## config.mk

```make
export PLATFORM = sky130hd
export DESIGN_NAME = sha2_msg_feeder
export DESIGN_NICKNAME = d
export VERILOG_FILES = /design/src/rtl/sha2_msg_feeder_pkg.sv /design/src/rtl/sha2_msg_feeder_pad_word.sv /design/src/rtl/sha2_msg_feeder.sv
export SDC_FILE = /design/constraint.sdc
export NUM_CORES = 2
export LEC_CHECK = 0
export CAP_MARGIN = 40
export CORE_AREA = 2 2 455 457
export CTS_BUF_LIST = sky130_fd_sc_hd__clkbuf_4 sky130_fd_sc_hd__clkbuf_8
export DETAILED_ROUTE_END_ITERATION = 12
export DIE_AREA = 0 0 457 459
export SYNTH_ARGS = -nofsm -noshare
export SYNTH_HDL_FRONTEND = slang
export SYNTH_HIERARCHICAL = 1
export SYNTH_SLANG_ARGS = --single-unit
```

## constraint.sdc

```tcl
create_clock -name clk -period 140.1 [get_ports clk]
set_input_delay 21.015 -clock clk [delete_from_list [all_inputs] [get_ports clk]]
set_output_delay 21.015 -clock clk [all_outputs]
set_load 0.005 [all_outputs]
```

## src/rtl/sha2_msg_feeder_pkg.sv

```systemverilog
// rtl/sha2_msg_feeder_pkg.sv - shared constants and FSM encoding for the SHA-2 message feeder
package sha2_msg_feeder_pkg;

  localparam int MAX_K_256 = 64;
  localparam int MAX_K_512 = 80;
  localparam int BLK_WORDS = 16;

  typedef enum logic [3:0] {
    ST_IDLE,
    ST_INIT,
    ST_FILL,
    ST_PAD,
    ST_LEN,
    ST_LOAD,
    ST_HASH,
    ST_SAVE,
    ST_DONE
  } state_e;

  function automatic int max_k(input int mode);
    return (mode == 384 || mode == 512) ? MAX_K_512 : MAX_K_256;
  endfunction

endpackage

```

## src/rtl/sha2_msg_feeder_pad_word.sv

```systemverilog
// rtl/sha2_msg_feeder_pad_word.sv - keeps the leading nbytes of a word, inserts 0x80 after them
module sha2_msg_feeder_pad_word #(
  parameter int WIDTH = 64
) (
  input  logic [WIDTH-1:0]           data,
  input  logic [$clog2(WIDTH/8):0]   nbytes,
  output logic [WIDTH-1:0]           padded
);

  localparam int NB = WIDTH / 8;

  // byte 0 is the MSB byte; nbytes >= NB leaves the word intact
  always_comb begin
    padded = '0;
    for (int i = 0; i < NB; i++) begin
      if (i < int'(nbytes)) begin
        padded[WIDTH-1-8*i -: 8] = data[WIDTH-1-8*i -: 8];
      end else if (i == int'(nbytes)) begin
        padded[WIDTH-1-8*i -: 8] = 8'h80;
      end
    end
  end

endmodule

```

## src/rtl/sha2_msg_feeder.sv

```systemverilog
// rtl/sha2_msg_feeder.sv - pads a word stream into SHA-2 blocks and sequences sha2_core per block
module sha2_msg_feeder
  import sha2_msg_feeder_pkg::*;
#(
  parameter int WIDTH = 64,
  parameter int MODE  = 512
) (
  input  logic                       clk,
  input  logic                       rst,
  input  logic                       msg_valid,
  output logic                       msg_ready,
  input  logic [WIDTH-1:0]           msg_data,
  input  logic                       msg_last,
  input  logic [$clog2(WIDTH/8):0]   msg_bytes,
  output logic                       busy,
  output logic                       digest_valid,
  output logic [8*WIDTH-1:0]         digest,
  output logic                       core_rst_n,
  output logic                       core_load,
  output logic                       core_start,
  output logic [WIDTH-1:0]           core_data,
  input  logic                       core_end_op,
  input  logic [8*WIDTH-1:0]         core_h_out
);

  localparam int              BW    = $clog2(WIDTH / 8);
  localparam logic [BW:0]     NB_W  = (BW + 1)'(WIDTH / 8);
  localparam logic [WIDTH-1:0] PAD80 = {8'h80, {(WIDTH - 8){1'b0}}};
  localparam int              MAX_K = max_k(MODE);

  // MODE only sets the core's round count; the feeder simply waits for core_end_op
  logic unused_mode;
  assign unused_mode = (MAX_K == MAX_K_512);

  state_e                state_q, state_d;
  logic [WIDTH-1:0]      blk_q [BLK_WORDS];
  logic [WIDTH-1:0]      blk_d [BLK_WORDS];
  logic [3:0]            widx_q, widx_d;
  logic [63:0]           bitcnt_q, bitcnt_d;
  logic                  last_q, last_d;
  logic                  pend80_q, pend80_d;
  logic                  final_q, final_d;
  logic [8*WIDTH-1:0]    digest_q, digest_d;

  logic                  accept;
  logic [BW:0]           bytes_c;
  logic [BW:0]           word_bytes;
  logic [WIDTH-1:0]      last_word;
  logic [2*WIDTH-1:0]    len_bits;
  logic                  pad_to_len;

  assign accept     = (state_q == ST_FILL) && msg_valid;
  assign bytes_c    = (msg_bytes > NB_W) ? NB_W : msg_bytes;
  assign word_bytes = msg_last ? bytes_c : NB_W;
  assign len_bits   = (2 * WIDTH)'(bitcnt_q);
  assign pad_to_len = (widx_q == 4'd14) && !pend80_q;

  sha2_msg_feeder_pad_word #(.WIDTH(WIDTH)) u_pad_word (
    .data   (msg_data),
    .nbytes (bytes_c),
    .padded (last_word)
  );

  always_ff @(posedge clk or posedge rst) begin
    if (rst) state_q <= ST_IDLE;
    else     state_q <= state_d;
  end

  always_comb begin
    state_d = state_q;
    case (state_q)
      ST_IDLE: if (msg_valid) state_d = ST_INIT;
      ST_INIT: state_d = ST_FILL;
      ST_FILL: begin
        if (accept) begin
          if (widx_q == 4'd15)   state_d = ST_LOAD;
          else if (msg_last)     state_d = ST_PAD;
        end
      end
      ST_PAD: begin
        if (pad_to_len)            state_d = ST_LEN;
        else if (widx_q == 4'd15)  state_d = ST_LOAD;
      end
      ST_LEN:  state_d = ST_LOAD;
      ST_LOAD: if (widx_q == 4'd15) state_d = ST_HASH;
      ST_HASH: if (core_end_op) state_d = ST_SAVE;
      ST_SAVE: state_d = final_q ? ST_DONE : (last_q ? ST_PAD : ST_FILL);
      ST_DONE: state_d = ST_IDLE;
      default: state_d = ST_IDLE;
    endcase
  end

  always_comb begin
    msg_ready    = (state_q == ST_FILL);
    busy         = state_q inside {ST_FILL, ST_PAD, ST_LEN, ST_LOAD, ST_HASH, ST_SAVE};
    digest_valid = (state_q == ST_DONE);
    core_rst_n   = !(state_q inside {ST_IDLE, ST_INIT});
    core_load    = (state_q == ST_LOAD);
    core_start   = (state_q == ST_HASH) && !core_end_op;
    core_data    = (state_q == ST_LOAD) ? blk_q[widx_q] : '0;
  end

  assign digest = digest_q;

  // widx doubles as the LOAD read pointer; every path into LOAD leaves it at 0
  always_comb begin
    blk_d    = blk_q;
    widx_d   = widx_q;
    bitcnt_d = bitcnt_q;
    last_d   = last_q;
    pend80_d = pend80_q;
    final_d  = final_q;
    digest_d = digest_q;
    case (state_q)
      ST_INIT: begin
        widx_d   = '0;
        bitcnt_d = '0;
        last_d   = 1'b0;
        pend80_d = 1'b0;
        final_d  = 1'b0;
      end
      ST_FILL: begin
        if (accept) begin
          blk_d[widx_q] = msg_last ? last_word : msg_data;
          widx_d        = widx_q + 4'd1;
          bitcnt_d      = bitcnt_q + {{(64 - BW - 4){1'b0}}, word_bytes, 3'b000};
          last_d        = msg_last;
          pend80_d      = msg_last && (bytes_c == NB_W);
        end
      end
      ST_PAD: begin
        if (!pad_to_len) begin
          blk_d[widx_q] = pend80_q ? PAD80 : '0;
          pend80_d      = 1'b0;
          widx_d        = widx_q + 4'd1;
        end
      end
      ST_LEN: begin
        blk_d[14] = len_bits[2*WIDTH-1:WIDTH];
        blk_d[15] = len_bits[WIDTH-1:0];
        widx_d    = '0;
        final_d   = 1'b1;
      end
      ST_LOAD: widx_d = widx_q + 4'd1;
      ST_SAVE: begin
        widx_d = '0;
        if (final_q) digest_d = core_h_out;
      end
      default: ;
    endcase
  end

  always_ff @(posedge clk or posedge rst) begin
    if (rst) begin
      for (int i = 0; i < BLK_WORDS; i++) blk_q[i] <= '0;
      widx_q   <= '0;
      bitcnt_q <= '0;
      last_q   <= 1'b0;
      pend80_q <= 1'b0;
      final_q  <= 1'b0;
      digest_q <= '0;
    end else begin
      blk_q    <= blk_d;
      widx_q   <= widx_d;
      bitcnt_q <= bitcnt_d;
      last_q   <= last_d;
      pend80_q <= pend80_d;
      final_q  <= final_d;
      digest_q <= digest_d;
    end
  end

endmodule

```

Word level (Yosys, flattened, before mapping):

Cells that the tools add are included.

* register bits: 1611
* input port bits: 585
* output and inout port bits: 582
* word-level logic and storage cells: 142

* add/sub/neg operators: 2
* order comparisons: 11
* equal/unequal tests: 25
* multiplexer cells: 54
* bitwise gates (word level): 1
* reduce and logical (&&, ||, !) cells: 26

Operator list (number)
* $bwmux 1024: 2
* $mux 1024: 2
* $pmux 896 s2: 1
* $mux 64: 7
* $pmux 128 s3: 1
* $bmux 64 s4: 1
* $demux 64 s4: 1
* $mux 8: 16
* $pmux 64 s2: 1
* $add 64x7->64: 1
* $mux 4: 13
* $pmux 4 s8: 1
* $eq 4x3->1 const B: 4
* $eq 4x4->1 const A: 4
* $eq 4x4->1 const B: 4
* $lt 3x4->1 const A: 4
* $pmux 4 s4: 1
* $reduce_and 3->1: 4
* $eq 3x4->1 const A: 2
* $eq 4x2->1 const B: 2
* $logic_not 4->1: 2
* $lt 1x4->1 const A: 2
* $lt 2x4->1 const A: 2
* $reduce_bool 2->1: 4
* other kinds (22): 37

Logic depth before layout (Yosys ltp):

* word-level depth: 9
* gate-level depth with buffers: 14

Cells and area by module:

Netlist, hierarchy kept.

By module, submodules not included
* sha2_msg_feeder: instances 1, cells each 5555, area each 68159.1 µm², seq. area each 40238.6 µm²
* sha2_msg_feeder_pad_word: instances 1, cells each 88, area each 584.3 µm², seq. area each 0.0 µm²

Least setup slack after synthesis:

Ideal clock, no wire load.

* kind: input-to-output
* from: input core_end_op
* to: output core_start
* arrival: 21219 ps
* data required time: 119085 ps
* setup slack: 97866 ps
* stages: 1
* path through: nor3_1

* word-level cells in the longest chain between the ends: 2

RTL lines
* start: declaration: RTL line sha2_msg_feeder.sv:22 `input logic core_end_op,`
* $logic_not 1->1: RTL line sha2_msg_feeder.sv:99 `core_start = (state_q == ST_HASH) && !core_end_op;`
* $logic_and 1x1->1: RTL line sha2_msg_feeder.sv:99
* end: declaration: RTL line sha2_msg_feeder.sv:20 `output logic core_start,`

No other way between the ends.

Worst setup path after layout:

Same ends and word-level chain as after synthesis.

==> implementation parameters <==
Parameter                              Value

Run status
  Status    complete, no violations

Global route
  Total congestion overflow    0
  First-pass GRT wire length    approximately 450000 µm
  Vias in the first global route    roughly 50000
  Antenna violations before repair    approximately 130
  Total global routing track utilization    around a third
  Maximum number of pins on one net before global-route repair    180

Setup path
  CP dominant cell by count    sky130_fd_sc_hd__clkdlybuf4s50_1
  CP max-delay cell    sky130_fd_sc_hd__clkdlybuf4s50_1
  Worst reg2reg path startpoint    state_q[0]
  Critical path data required time    119.09 ns
  Largest delay share family, worst path    buffers and inverters
  Critical Path Stages    3
  Sum of buffers and inverters on the critical path    2
  Cell-by-cell listing of the critical path    clkdlybuf4s50_1 > nor3_1 > clkdlybuf4s50_1
  Largest fanout on the critical path    2
  R2R depth    9
  RR Endpoint    digest[125]
  Critical path data arrival time    about 22 ns
  Capture point of the critical path    core_start
  CP Capture Type    output port
  Worst setup slack for register-to-register paths    between 100 and 150 ns
  Setup crit start kind    input pin
  Longest individual stage delay on the worst path    0.53 ns
  Worst setup path startpoint    core_end_op
  Critical path start-end classification    in -> out

Timing
  Number of setup violations in the final report    0
  Slew Limit Fails    0
  Transition time at the pin with the least slew margin    1.06 ns
  Max-slew headroom    slightly below 30%
  Setup repair after global routing missed its margin    no
  Worst hold margin    about 0.47 ns
  Final Hold Viols    0
  Final Skew    about 0.067 ns
  PnR worst setup slack    96.91 ns
  Achievable frequency    about 0.023 GHz
  Shortest period the worst path allows    ~43 ns
  Share of the clock period used by the worst path    a little under a third
  Fin Setup TNS    0 ns

Cells and area
  Fill cells    between 15000 and 20000
  Synthesis-to-layout area growth    31.2%
  Register area    just over 40000 µm²
  Final Cell Area    90200 µm²
  Fin nets    approximately 7300
  Footprint of the multi-input gates    26900 µm²
  Share of post-route cells with drive strength above 1    about 22%

CTS
  Maximum buffer depth of the clock tree    4
  Clock sinks    approximately 1600
  Inserted Clock Buffers    310
  Clock latency reported for the late side of the worst-skew pair    between 1 and 1.5 ns
  Hold-fix buffers, CTS    0
  Clock transition at the registers of the reported paths    0.06 ns
  Post-CTS resize count    0
  CTS tree    built
  Max H-tree Level    5
  Number of buffers inserted by post-CTS setup repair    0
  Clock Tree Root    sky130_fd_sc_hd__clkbuf_8

Routing
  Vias    approximately 51000
  Wire length after detailed routing    340000 µm
  DRC violations left    0
  Vias per cell    about 5.3
  Routed Antenna Nets    0
  1st-iter DRT viols    approximately 4200
  DR pass1 iterations    5
  Per-cell routed wire length    35.0 µm

Die
  Die width    457 µm
  Site row count    167
  Area inside the core boundary    about 210000 µm²
  Overall die height    roughly 460 µm
  Die Footprint    210000 µm²
  IO Pins    between 1000 and 1500
  Initial core utilization    approximately a third

Placed design
  Placed inst area    between 80000 and 90000 µm²
  Place WS    96.89 ns
  DP HPWL    ~260000 µm
  Quantity of I/O buffers inserted on ports    between 1000 and 1500
  Last weighted congestion value of the routability-driven placer    1.05

Power
  Standby leakage power    38.2 nW
  Largest vdd supply drop    ~0.019 mV
  PwrDens    between 20 and 25 nW/µm²
  Total power of the final layout    just under 2 mW

Yosys
  Synthesized instance count    5643
  Async set or reset register ratio after synthesis    100%
  Cells taking the most area after synthesis    sky130_fd_sc_hd__dfrtp_1, sky130_fd_sc_hd__mux4_2, sky130_fd_sc_hd__mux2_2
  Synthesized area    68700 µm²
  Mean instance size in the synthesized netlist    ~12 µm²
  Number of distinct library cells after synthesis    between 60 and 70
  Cell type with the highest aggregate area in the netlist    sky130_fd_sc_hd__dfrtp_1
  Post-synthesis net count    6237
  Synthesis-stage register bit count    1608
  Synthesis Warnings    6
  Post-synth top area share    slightly below 60%
  Sequential cell area fraction in the yosys report    58.5%
  Number of enable-type register cells in the synthesized netlist    0
  Most used flip-flop cell after synthesis    sky130_fd_sc_hd__dfrtp_1
  Most instantiated library cell after synthesis    sky130_fd_sc_hd__dfrtp_1
  Commonest cells in the synthesized netlist    sky130_fd_sc_hd__dfrtp_1, sky130_fd_sc_hd__nand2_1, sky130_fd_sc_hd__o21ai_0, sky130_fd_sc_hd__mux2_2, sky130_fd_sc_hd__clkbuf_1

Min path
  Hold WC Path Type    reg -> reg

Run
  Max-cap violations    0
==> per-layer routing <==
| metal | vias up | track usage, % | routed length [µm] |
|---|---|---|---|
| li1 | 22200 | - | - |
| met2 | 2086 | 45.8 | 143000 |
| met3 | 537 | 12.9 | 35400 |
| met1 | 26400 | 44.0 | 148000 |
| met5 | - | 1.03 | 814 |
| met4 | 84 | 10.6 | 12600 |
==> cells by family (layout without fill, tap and decap cells) <==
kind of cell             Yosys count  count (layout)  synth area share (%)
AO/OA/AOI/OAI                   1160            1160                  9.13
XOR/XNOR                          17              17                 0.217
adder cells (fa/ha/maj)            9               9                 0.175
buffers and inverters            495            1788                  2.88
flip-flops                      1608            1608                  58.5
multiplexers                     899             899                  20.0
other                              0              65                     0
AND/OR/NAND/NOR                 1455            1455                  9.11
==> tightest hold or removal path, stage by stage (launching register included) <==
cell and delay (ns):
sky130_fd_sc_hd__dfrtp_1 0.33, sky130_fd_sc_hd__nand2_1 0.05, sky130_fd_sc_hd__o21ai_0 0.06
==> registers in the layout, indices dropped and copies added (netlist names) <==
signal    cells
blk_q      1024
digest      512
widx_q        4
pend80_q      1
state_q       4
bitcnt_q     61
final_q       1
last_q        1
==> how the worst min path moves through the flow <==
stage / cells after the start / startpoint / endpoint
5_1_grt: 2 / blk_q[185] / blk_q[185]
6_report: 2 / blk_q[624] / blk_q[624]
4_1_cts: 2 / blk_q[624] / blk_q[624]
2_1_floorplan: 2 / blk_q[128] / blk_q[128]
3_3_place_gp: 2 / blk_q[971] / blk_q[971]
3_5_place_dp: 2 / blk_q[624] / blk_q[624]
==> report_power, final <==
group | switching [mW] | leakage [nW] | internal, mW | total (mW)
combinational | 0.416 | 14.0 | 0.345 | 0.761
clock | 0.207 | 3.28 | 0.270 | 0.478
sequential | 0.0942 | 20.9 | 0.612 | 0.706
total | 0.718 | 38.2 | 1.23 | 1.94
==> placed cells by master (no fill, tap or decap), drive strengths merged, types with 5 or more instances in the layout <==
cell / Yosys / routed
dfrtp: 1608 / 1608
clkdlybuf4s50: 0 / 1165
nand2: 1021 / 1021
o21ai: 1005 / 1005
mux2: 576 / 576
clkbuf: 373 / 472
mux4: 320 / 320
nand3: 106 / 106
buf: 107 / 103
nor2: 94 / 94
and2: 75 / 75
diode: 0 / 65
a221o: 57 / 57
nor2b: 49 / 49
a21oi: 49 / 49
or3: 29 / 29
clkinv: 0 / 24
nand4: 20 / 20
inv: 15 / 17
or4: 16 / 16
o31ai: 15 / 15
nor3: 13 / 13
xor2: 11 / 11
ha: 8 / 8
nor4: 8 / 8
and3: 7 / 7
a21boi: 7 / 7
xnor2: 6 / 6
o221ai: 5 / 5
==> metrics by stage <==
step                      cells  util [%]
after floorplan            5643         -
after global placement     9084      40.2
after detailed placement   9126      40.7
after CTS                  9631      43.7
after global routing       9654      43.8
final                      9705      43.9
==> cell type report <==
| class | count | area share [%] |
|---|---|---|
| multi-input cells | 3540 | 29.8 |
| diodes | 65 | 0.180 |
| clock buffers | 472 | 6.52 |
| inverters | 15 | 0.0735 |
| well taps | 2704 | 3.75 |
| clock inverters | 33 | 0.286 |
| flip-flops and latches | 1608 | 44.6 |
| repair buffers | 1268 | 14.8 |
No activity file was read; power rests on OpenSTA's default activity.
